$ cat src/rtl/asynchronous_fifo.sv
// First-word-fall-through FIFO using Gray-coded pointers with two-flop pointer
// synchronisers, currently clocked from a single clock ahead of a dual-clock split.
module asynchronous_fifo #(
   parameter int DEPTH      = 8,
   parameter int DATA_WIDTH = 8,
   parameter int PTR_WIDTH  = 3
) (
   input  logic                  wclk,
   input  logic                  wrst_n,
   input  logic                  w_en,
   input  logic                  r_en,
   input  logic [DATA_WIDTH-1:0] data_in,
   output logic [DATA_WIDTH-1:0] data_out,
   output logic                  full,
   output logic                  empty
);

   function automatic logic [PTR_WIDTH:0] bin2gray(input logic [PTR_WIDTH:0] b);
      return b ^ (b >> 1);
   endfunction

   logic [DATA_WIDTH-1:0] mem [DEPTH];

   logic [PTR_WIDTH:0] wbin, wgray, rbin, rgray;
   logic [PTR_WIDTH:0] wbin_next, rbin_next, wgray_next, rgray_next;
   logic [PTR_WIDTH:0] wgray_rd_p0, wgray_rd_p1;
   logic [PTR_WIDTH:0] rgray_wr_p0, rgray_wr_p1;
   logic [PTR_WIDTH:0] full_match;
   logic               w_acc, r_acc;

   assign w_acc      = w_en && !full;
   assign r_acc      = r_en && !empty;
   assign wbin_next  = wbin + {{PTR_WIDTH{1'b0}}, w_acc};
   assign rbin_next  = rbin + {{PTR_WIDTH{1'b0}}, r_acc};
   assign wgray_next = bin2gray(wbin_next);
   assign rgray_next = bin2gray(rbin_next);

   // Full when the write pointer has lapped the read pointer: the two MSBs
   // differ and the rest match in Gray code.
   assign full_match = {~rgray_wr_p1[PTR_WIDTH:PTR_WIDTH-1], rgray_wr_p1[PTR_WIDTH-2:0]};

   assign data_out = mem[rbin[PTR_WIDTH-1:0]];

   always_ff @(posedge wclk) begin
      if (!wrst_n) begin
         for (int i = 0; i < DEPTH; i++) begin
            mem[i] <= '0;
         end
      end else if (w_acc) begin
         mem[wbin[PTR_WIDTH-1:0]] <= data_in;
      end
   end

   // Write side: pointers, read-pointer synchroniser, full flag
   always_ff @(posedge wclk) begin
      if (!wrst_n) begin
         wbin        <= '0;
         wgray       <= '0;
         rgray_wr_p0 <= '0;
         rgray_wr_p1 <= '0;
         full        <= 1'b0;
      end else begin
         wbin        <= wbin_next;
         wgray       <= wgray_next;
         rgray_wr_p0 <= rgray;
         rgray_wr_p1 <= rgray_wr_p0;
         full        <= (wgray_next == full_match);
      end
   end

   // Read side: pointers, write-pointer synchroniser, empty flag
   always_ff @(posedge wclk) begin
      if (!wrst_n) begin
         rbin        <= '0;
         rgray       <= '0;
         wgray_rd_p0 <= '0;
         wgray_rd_p1 <= '0;
         empty       <= 1'b1;
      end else begin
         rbin        <= rbin_next;
         rgray       <= rgray_next;
         wgray_rd_p0 <= wgray;
         wgray_rd_p1 <= wgray_rd_p0;
         empty       <= (rgray_next == wgray_rd_p1);
      end
   end

endmodule

$ cat config.mk
export PLATFORM = sky130hd
export DESIGN_NAME = asynchronous_fifo
export DESIGN_NICKNAME = d
export VERILOG_FILES = /design/src/rtl/asynchronous_fifo.sv
export SDC_FILE = /design/constraint.sdc
export NUM_CORES = 1
export LEC_CHECK = 0
export CELL_PAD_IN_SITES_DETAIL_PLACEMENT = 0
export CELL_PAD_IN_SITES_GLOBAL_PLACEMENT = 2
export CORE_MARGIN = 2
export CORE_UTILIZATION = 46
export CTS_CLUSTER_DIAMETER = 40
export DETAILED_ROUTE_END_ITERATION = 16
export DONT_BUFFER_PORTS = 1
export GPL_ROUTABILITY_DRIVEN = 0
export PLACE_DENSITY = 0.87
export RECOVER_POWER = 100
export SYNTH_ARGS = -nofsm -noshare
export SYNTH_HDL_FRONTEND = slang
export SYNTH_SLANG_ARGS = --single-unit
$ cat constraint.sdc
create_clock -name wclk -period 2.4 [get_ports wclk]
set_input_delay 0.24 -clock wclk [delete_from_list [all_inputs] [get_ports wclk]]
set_output_delay 0.24 -clock wclk [all_outputs]
set_load 0.005 [all_outputs]
## Yosys cells after proc, flatten, opt, wreduce, memory -nomap -nowiden

Memories as Yosys holds them, arrays and structs flattened. A register that Yosys moved wholly into a read port is not among the register bits.
Cells that the tools add are included.

- Bits in registers: 34
- Memory bits (writable): 64
- Bits of input ports: 12
- Output and inout port bits: 10
- Logic and storage cells: 31
- Memories: 1

- Add/sub/neg operators: 2
- Equal/unequal tests: 2
- Muxes and demuxes: 8
- Bitwise gates (word level): 3
- Reduce and logical (&&, ||, !) cells: 5

Memories:

| name | depth | width | read ports | clocked after Yosys merged registers in | wr ports | line | text |
|---|---|---|---|---|---|---|---|
| mem | 8 | 8 | 1 | 1 | 8 | 22 | `logic [DATA_WIDTH-1:0] mem [DEPTH];` |

Operator list:

| kind | number |
|---|---|
| $add A4 B1 Y4 | 2 |
| $eq A4 B4 Y1 | 2 |
| $mux W8 | 1 |
| $reduce_or A8 Y1 | 1 |
| $xor A4 B3 Y4 | 2 |
| $mux W3 | 2 |
| $mux W1 | 5 |
| $logic_and A1 B1 Y1 | 2 |
| $logic_not A1 Y1 | 2 |
| $not A2 Y2 | 1 |

## Longest topological paths before layout

Gate-level depths: netlist of run 1.

- Word-level depth: 7
- Depth in mapped cells: 7
- Mapped depth without buffers: 6

## Worst setup path before layout of run 1

OpenSTA, ideal clock, no wires.

- Kind: reg-to-reg
- Start: reg full
- End: reg full
- Library setup time: 96 ps
- Arrival time: 1649 ps
- Data required time: 2304 ps
- Path slack: 655 ps
- Cell stages (with the launch flop): 7
- Buffers on the path: 0
- Clock period less this slack: 1745 ps
- Cell sequence: dfxtp_1 -> nor2b_1 -> ha_1 -> ha_1 -> xnor2_1 -> xor3_1 -> nor4b_1

- Word-level cells in the longest chain between the ends: 5

RTL lines:

| element | line | text |
|---|---|---|
| start: declaration | 14 | `output logic full,` |
| start signal: assignment | 67 | `full <= (wgray_next == full_match);` |
| $logic_not A1 Y1 | 31 | `assign w_acc = w_en && !full;` |
| $logic_and A1 B1 Y1 | 31 |  |
| $add A4 B1 Y4 | 33 | `assign wbin_next = wbin + {{PTR_WIDTH{1'b0}}, w_acc};` |
| $xor A4 B3 Y4 | 19 | `return b ^ (b >> 1);` |
| $eq A4 B4 Y1 | 67 |  |

Every way passes these cells.
A chain may end at the register's enable or synchronous reset.

==> summary.txt, run 1 <==
Yosys
  – Top FF cell, synth: edfxtp_1
  – FFs w/ async S/R, synth: 0%
  – Synthesis Warnings: 0
  – Post-synth cell types: 32
  – Register bit total from synthesis: 96
  – Post-Syn Instances: 281
  – Number of flops mapped to enable cells by yosys: 64
  – Sequential area share after synthesis: 60.5%
  – Mapped Avg Cell Area: 15.1 sq um
  – Area of the mapped netlist: 4240 sq um
  – Syn Nets: 297

Layout
  – Register area: 2560 sq um
  – Antenna diode count: 0
  – Filler cell count: 782
  – Area of the multi-input gates: 1590 sq um
  – Final nets: 310
  – Fin area: 4560 sq um
  – Area Overhead vs Synth: 7.59%
  – Share of layout cells above drive strength 1: 8.03%

Routing
  – DRT Pass-1 Iters: 4
  – Wire per inst: 18.8 um
  – Avg Vias per Cell: 5.26
  – Post-route ant nets: 0
  – Residual DRC count: 0
  – DR vias: 2157
  – Initial detailed-routing violation count: 72
  – Total Routed Length: 7710 um

STA
  – Setup TNS: 0 ns
  – Final Critical Period: 2.20 ns
  – Skew final: 0.00736 ns
  – Final hold violations: 0
  – Setup slack after layout: 0.202 ns
  – Final period util: 91.6%
  – Fmax: 455 MHz
  – Rel. slew slack: 51.0%
  – WHS: 0.0148 ns
  – Setup Viol. Count Final: 0
  – RSZ-0062 raised after global routing: false
  – Max Slew Vio Count: 0
  – Worst-margin pin slew: 0.732 ns

Worst setup path
  – Startpoint Class: flip-flop
  – Setup crit end kind: output pin
  – WP data required: 2.16 ns
  – Crit Path Class: flip-flop to output pin
  – WP data arrival: 1.96 ns
  – Crit-path max FO: 16

Floorplan
  – Core area: 9060 sq um
  – Height of the die: 100 um
  – Row Count: 35
  – Die span in x: 100 um
  – Initial core utilization: 46.7%
  – Die Area: 9990 sq um
  – I/O Pins: 22

Global route
  – First-pass GRT wire length: 12100 um
  – Vias in the first global route: 2301
  – Antenna violations before repair: 0
  – GR Util All Layers: 16.6%
  – GRT overflow: 0
  – Largest net degree at the start of global routing: 25

Pwr
  – Final Total Pwr: 0.00308 W
  – Seq pwr share: 60.0%
  – Power Dens Cells: 676 nW/um^2
  – Internal power: 0.00238 W
  – Sw Ratio: 22.8%
  – LEAKAGE: 1.71 nW
  – Gate power share: 6.8%
  – Net switching power: 0.000703 W
  – Clk pwr share: 33.2%
  – VDD IR max: 0.330 mV

CTS
  – Root Buffer: clkbuf_8
  – Worst-path clk slew: 0.09 ns
  – Num CTS Buffers: 9
  – Clk_lat worst skew: 0.36 ns
  – CTS Hold Bufs: 2
  – CTS H-tree depth: 3
  – Postcts setup bufs: 0
  – # resized after CTS: 0
  – CTS tree: done
  – Clock sink total: 96
  – CTS Buffer Depth: 2

Placed design
  – Post-Place Worst Slack: 0.538 ns
  – PortBufs: 0
  – DP Area: 4380 sq um
  – Post-detail-place hpwl: 4820 um

Hold path
  – Hold Crit Class: input pin to flip-flop

Run
  – Max Cap Viol: 0

Outcome
  – Status: complete, no violations
## power by group through the flow
stage / combinational [W] / sequential, W / clock, W
detailed placement: 0.000212 / 0.00189 / 0
global route: 0.000226 / 0.00186 / 0.00111
global placement: 0.000211 / 0.00189 / 0
finish: 0.000209 / 0.00185 / 0.00102
CTS: 0.000221 / 0.00185 / 0.00104
floorplan: 0.000172 / 0.00188 / 0
## layout make-up
class | count | area share, %
multi-input cells | 174 | 35.0
repair buffers | 13 | 1.59
well taps | 111 | 3.05
clock buffers | 11 | 3.32
clock inverters | 5 | 0.851
flip-flops and latches | 96 | 56.2
## worst paths after layout
check	start	endpoint	slack, ns	depth (start not counted)
max	rbin[0]$_SDFF_PN0_	data_out[3]	0.20	3
min	wrst_n	rbin[2]$_SDFF_PN0_	0.01	1
max reg2reg	empty$_SDFF_PN1_	empty$_SDFF_PN1_	0.50	6
min reg2reg	wgray_rd_p0[2]$_SDFF_PN0_	wgray_rd_p1[2]$_SDFF_PN0_	0.44	1
## sequential cells by signal, indices dropped and copies added, names as in the netlist
register / cells
rbin: 4
wgray_rd_p0: 4
wgray: 3
wgray_rd_p1: 4
mem: 64
rgray: 3
rgray_wr_p1: 4
wbin: 4
empty: 1
rgray_wr_p0: 4
full: 1
## per-layer routing
| metal | GRT usage, % | up-vias | part of all wire (%) |
|---|---|---|---|
| li1 | - | 1036 | - |
| met1 | 19.8 | 1053 | 43 |
| met2 | 28.3 | 46 | 50 |
| met3 | 3.13 | 22 | 3.4 |
| met4 | 9.80 | 0 | 3.6 |
| met5 | 0 | - | 0 |
## cell families (layout without fill, tap and decap cells)
logic type | count (synthesis) | count (layout) | synth area share [%]
AND/OR/NAND/NOR | 117 | 117 | 16.9
flip-flops | 96 | 96 | 60.5
multiplexers | 24 | 24 | 12.1
XOR/XNOR | 20 | 20 | 6.29
buffers and inverters | 11 | 29 | 1.71
AO/OA/AOI/OAI | 9 | 9 | 1.36
adder cells (fa/ha/maj) | 4 | 4 | 1.18
## synth_stat cells (2+ instances only)
cell type	number	share of area, %
nand2_1	3	0.27
nor2_1	7	0.62
ha_1	4	1.2
nand2b_1	4	0.59
edfxtp_1	64	45
xnor2_1	8	1.7
and2_1	91	13
nor3_1	2	0.24
xor2_1	5	1.0
mux2_2	8	2.1
clkbuf_1	5	0.44
o21ai_0	6	0.71
xnor3_1	5	2.7
mux4_1	16	9.9
nor2b_1	4	0.59
buf_2	2	0.24
dfxtp_1	32	15
## placed cells by master (no fill, tap or decap), types with 4 or more instances in the layout
| cell type | instances |
|---|---|
| clkbuf_8 | 11 |
| xnor2_1 | 9 |
| mux2_2 | 5 |
| edfxtp_1 | 64 |
| and2_1 | 44 |
| clkbuf_1 | 8 |
| and2_0 | 47 |
| nor2b_1 | 4 |
| dfxtp_1 | 32 |
| o21ai_0 | 6 |
| mux4_1 | 16 |
| nand2b_1 | 4 |
| xnor3_1 | 5 |
| xor2_1 | 5 |
| ha_1 | 4 |
| nor2_1 | 7 |
## worst max-delay path: stages, from the launching register on
cell and delay, ns:
dfxtp_1 0.35, buf_4 0.28, mux4_1 0.61, mux2_1 0.36
## through the flow
step                      std cells  utilization, %
after floorplan                 281               -
after global placement          392            48.4
after detailed placement        392            48.4
after CTS                       410            50.7
after global routing            410            50.3
final                           410            50.3
Note: power is estimated with default switching activity, not from simulation.
==> run 2, diff against run 1 <==
- REMOVE_ABC_BUFFERS: default -> 1
- clock period: 2.4 -> 2.2 ns (I/O delays scaled with it)
==> run 2 against run 1 <==
Core utilization increased by 0.083 points. Sequential cell count did not move. Routed wire length decreased by 8.2%. Non-clock buffer count unchanged. First-iteration DRC count is 17% higher. Critical path type unchanged. Critical endpoint is now data_out[1]. Critical path depth unchanged. Clock skew increased by 0.0013 ns. Worst hold slack improved by 0.028 ns.
==> summary.txt, run 2 (synthesized netlist as in run 1, its figures left out) <==
Worst setup path
  – Startpoint Class: flip-flop (unchanged)
  – Top delay family on crit path: multiplexers (unchanged)
  – CP peak stage delay: 0.62 ns (was 0.61 ns)
  – Setup crit end kind: output pin (unchanged)
  – Crit path buf inv count: 1 (unchanged)
  – Cell Chain, Critical Path: buf_12 > mux4_1 > mux2_2 (was buf_4 > mux4_1 > mux2_1)
  – Slowest stage cell, crit path: mux4_1 (unchanged)
  – Crit Path Class: flip-flop to output pin (unchanged)
  – WP data arrival: 1.86 ns (was 1.96 ns)
  – WP data required: 1.98 ns (was 2.16 ns)
  – Crit-path max FO: 16 (unchanged)

Floorplan
  – Initial core utilization: 46.7% (unchanged)
  – I/O Pins: 22 (unchanged)
  – Height of the die: 100 um (unchanged)
  – Die span in x: 100 um (unchanged)
  – Core area: 9060 sq um (unchanged)
  – Die Area: 9990 sq um (unchanged)
  – Row Count: 35 (unchanged)

Routing
  – Wire per inst: 17.3 um (was 18.8 um)
  – Residual DRC count: 0 (unchanged)
  – Post-route ant nets: 0 (unchanged)
  – Total Routed Length: 7080 um (was 7710 um)
  – DR vias: 2061 (was 2157)
  – Avg Vias per Cell: 5.04 (was 5.26)
  – DRT Pass-1 Iters: 4 (unchanged)
  – Initial detailed-routing violation count: 84 (was 72)

Run
  – Max Cap Viol: 0 (unchanged)

Layout
  – Most flop-heavy register: mem (unchanged)
  – Share of layout cells above drive strength 1: 8.05% (was 8.03%)
  – Fin area: 4560 sq um (about the same)
  – Area Overhead vs Synth: 7.77% (was 7.59%)
  – Final nets: 310 (unchanged)
  – Most frequent cells in the layout: edfxtp_1 (64), and2_0 (50), and2_1 (41), dfxtp_1 (32), mux4_1 (16) (was edfxtp_1 (64), and2_0 (47), and2_1 (44), dfxtp_1 (32), mux4_1 (16))
  – Most common cell after layout, fill and taps aside: edfxtp_1 (unchanged)
  – Antenna diode count: 0 (unchanged)
  – Largest register FFs: 64 (unchanged)

Pwr
  – Final Total Pwr: 0.00333 W (was 0.00308 W)
  – LEAKAGE: 1.68 nW (was 1.71 nW)
  – VDD IR max: 0.247 mV (was 0.330 mV)
  – Power Dens Cells: 730 nW/um^2 (was 676 nW/um^2)

STA
  – Worst-margin pin slew: 0.772 ns (was 0.732 ns)
  – Final Critical Period: 2.08 ns
  – Skew final: 0.00864 ns (was 0.00736 ns)
  – RSZ-0062 raised after global routing: false (unchanged)
  – Rel. slew slack: 48.4% (was 51.0%)
  – Setup Viol. Count Final: 0 (unchanged)
  – Final period util: 94.4%
  – Fmax: 481 MHz
  – Max Slew Vio Count: 0 (unchanged)
  – Final hold violations: 0 (unchanged)
  – WHS: 0.0429 ns (was 0.0148 ns)
  – Setup TNS: 0 ns (unchanged)

Global route
  – Antenna violations before repair: 0 (unchanged)
  – GRT overflow: 0 (unchanged)
  – Largest net degree at the start of global routing: 31 (was 25)
  – Vias in the first global route: 2128 (was 2301)
  – First-pass GRT wire length: 11500 um (was 12100 um)
  – GR Util All Layers: 15.6% (was 16.6%)

CTS
  – Root Buffer: clkbuf_8 (unchanged)
  – Clk_lat worst skew: 0.34 ns (was 0.36 ns)
  – CTS Buffer Depth: 2 (unchanged)
  – CTS H-tree depth: 3 (unchanged)
  – Worst-path clk slew: 0.09 ns (about the same)
  – CTS tree: done (unchanged)
  – Clock sink total: 96 (unchanged)
  – Num CTS Buffers: 9 (unchanged)

Placed design
  – PortBufs: 0 (unchanged)
  – Post-detail-place hpwl: 4810 um (was 4820 um)
  – DP Area: 4380 sq um (unchanged)

Hold path
  – Hold Crit Class: input pin to flip-flop (unchanged)

Outcome
  – Status: complete, no violations (unchanged)
-- run 2: area by class of cell --
class                           instances  area, sq um
Clock buffer                            9          124
Timing Repair Buffer                   13         85.1
Clock inverter                          6         61.3
Sequential cell                        96         2560
Fill cell                             793         4500
Multi-Input combinational cell        174         1590
Tap cell                              111          139
-- run 2: final timing paths --
check	startpoint	end	slack, ns	depth (start not counted)
hold reg to reg	wgray_rd_p0[0]$_SDFF_PN0_	wgray_rd_p1[0]$_SDFF_PN0_	0.44	1
setup / recovery	rbin[0]$_SDFF_PN0_	data_out[1]	0.12	3
hold / removal	wrst_n	wgray[1]$_SDFF_PN0_	0.04	1
setup reg to reg	full$_SDFF_PN0_	full$_SDFF_PN0_	0.30	6
-- run 2: timing repair --
| action | in CTS | in global routing |
|---|---|---|
| setup buffers | 0 | 0 |
| hold buffers | 2 | 0 |
| endpoints found under the setup margin | 3 | 2 |
| gates resized for setup | 1 | 2 |
| hold endpoints to repair | 30 | 0 |
| pin swaps | 0 | 0 |
-- run 2: stage by stage --
| step | setup slack, ns | std cells | utilization (%) |
|---|---|---|---|
| floorplan | 0.127 | 270 | - |
| detailed placement | 0.306 | 392 | 48.4 |
| global placement | 0.364 | 392 | 48.4 |
| global route | 0.0156 | 409 | 50.4 |
| CTS | 0.0521 | 409 | 50.7 |
| finish | 0.123 | 409 | 50.4 |
-- run 2: worst reg2reg max path, delay by kind of cell, from the launching register on --
| family | cells | cell delay [ns] |
|---|---|---|
| XOR/XNOR | 2 | 0.65 |
| adder cells (fa/ha/maj) | 2 | 0.44 |
| flip-flops | 1 | 0.38 |
| AND/OR/NAND/NOR | 2 | 0.34 |
-- run 2: report_power, final --
group          leakage (nW)  total [W]  internal, W  switching [W]
clock network        0.0809    0.00108     0.000512       0.000570
logic                 0.680   0.000226     0.000118       0.000108
registers             0.922    0.00202      0.00200      0.0000268
-- run 2: per-layer routing --
| metal | global-route usage [%] | vias to the layer above | routed length, um |
|---|---|---|---|
| li1 | - | 1034 | - |
| met5 | 0 | - | 0 |
| met4 | 5.48 | 0 | 64 |
| met1 | 21.2 | 979 | 3320 |
| met3 | 3.62 | 6 | 342 |
| met2 | 24.8 | 42 | 3350 |
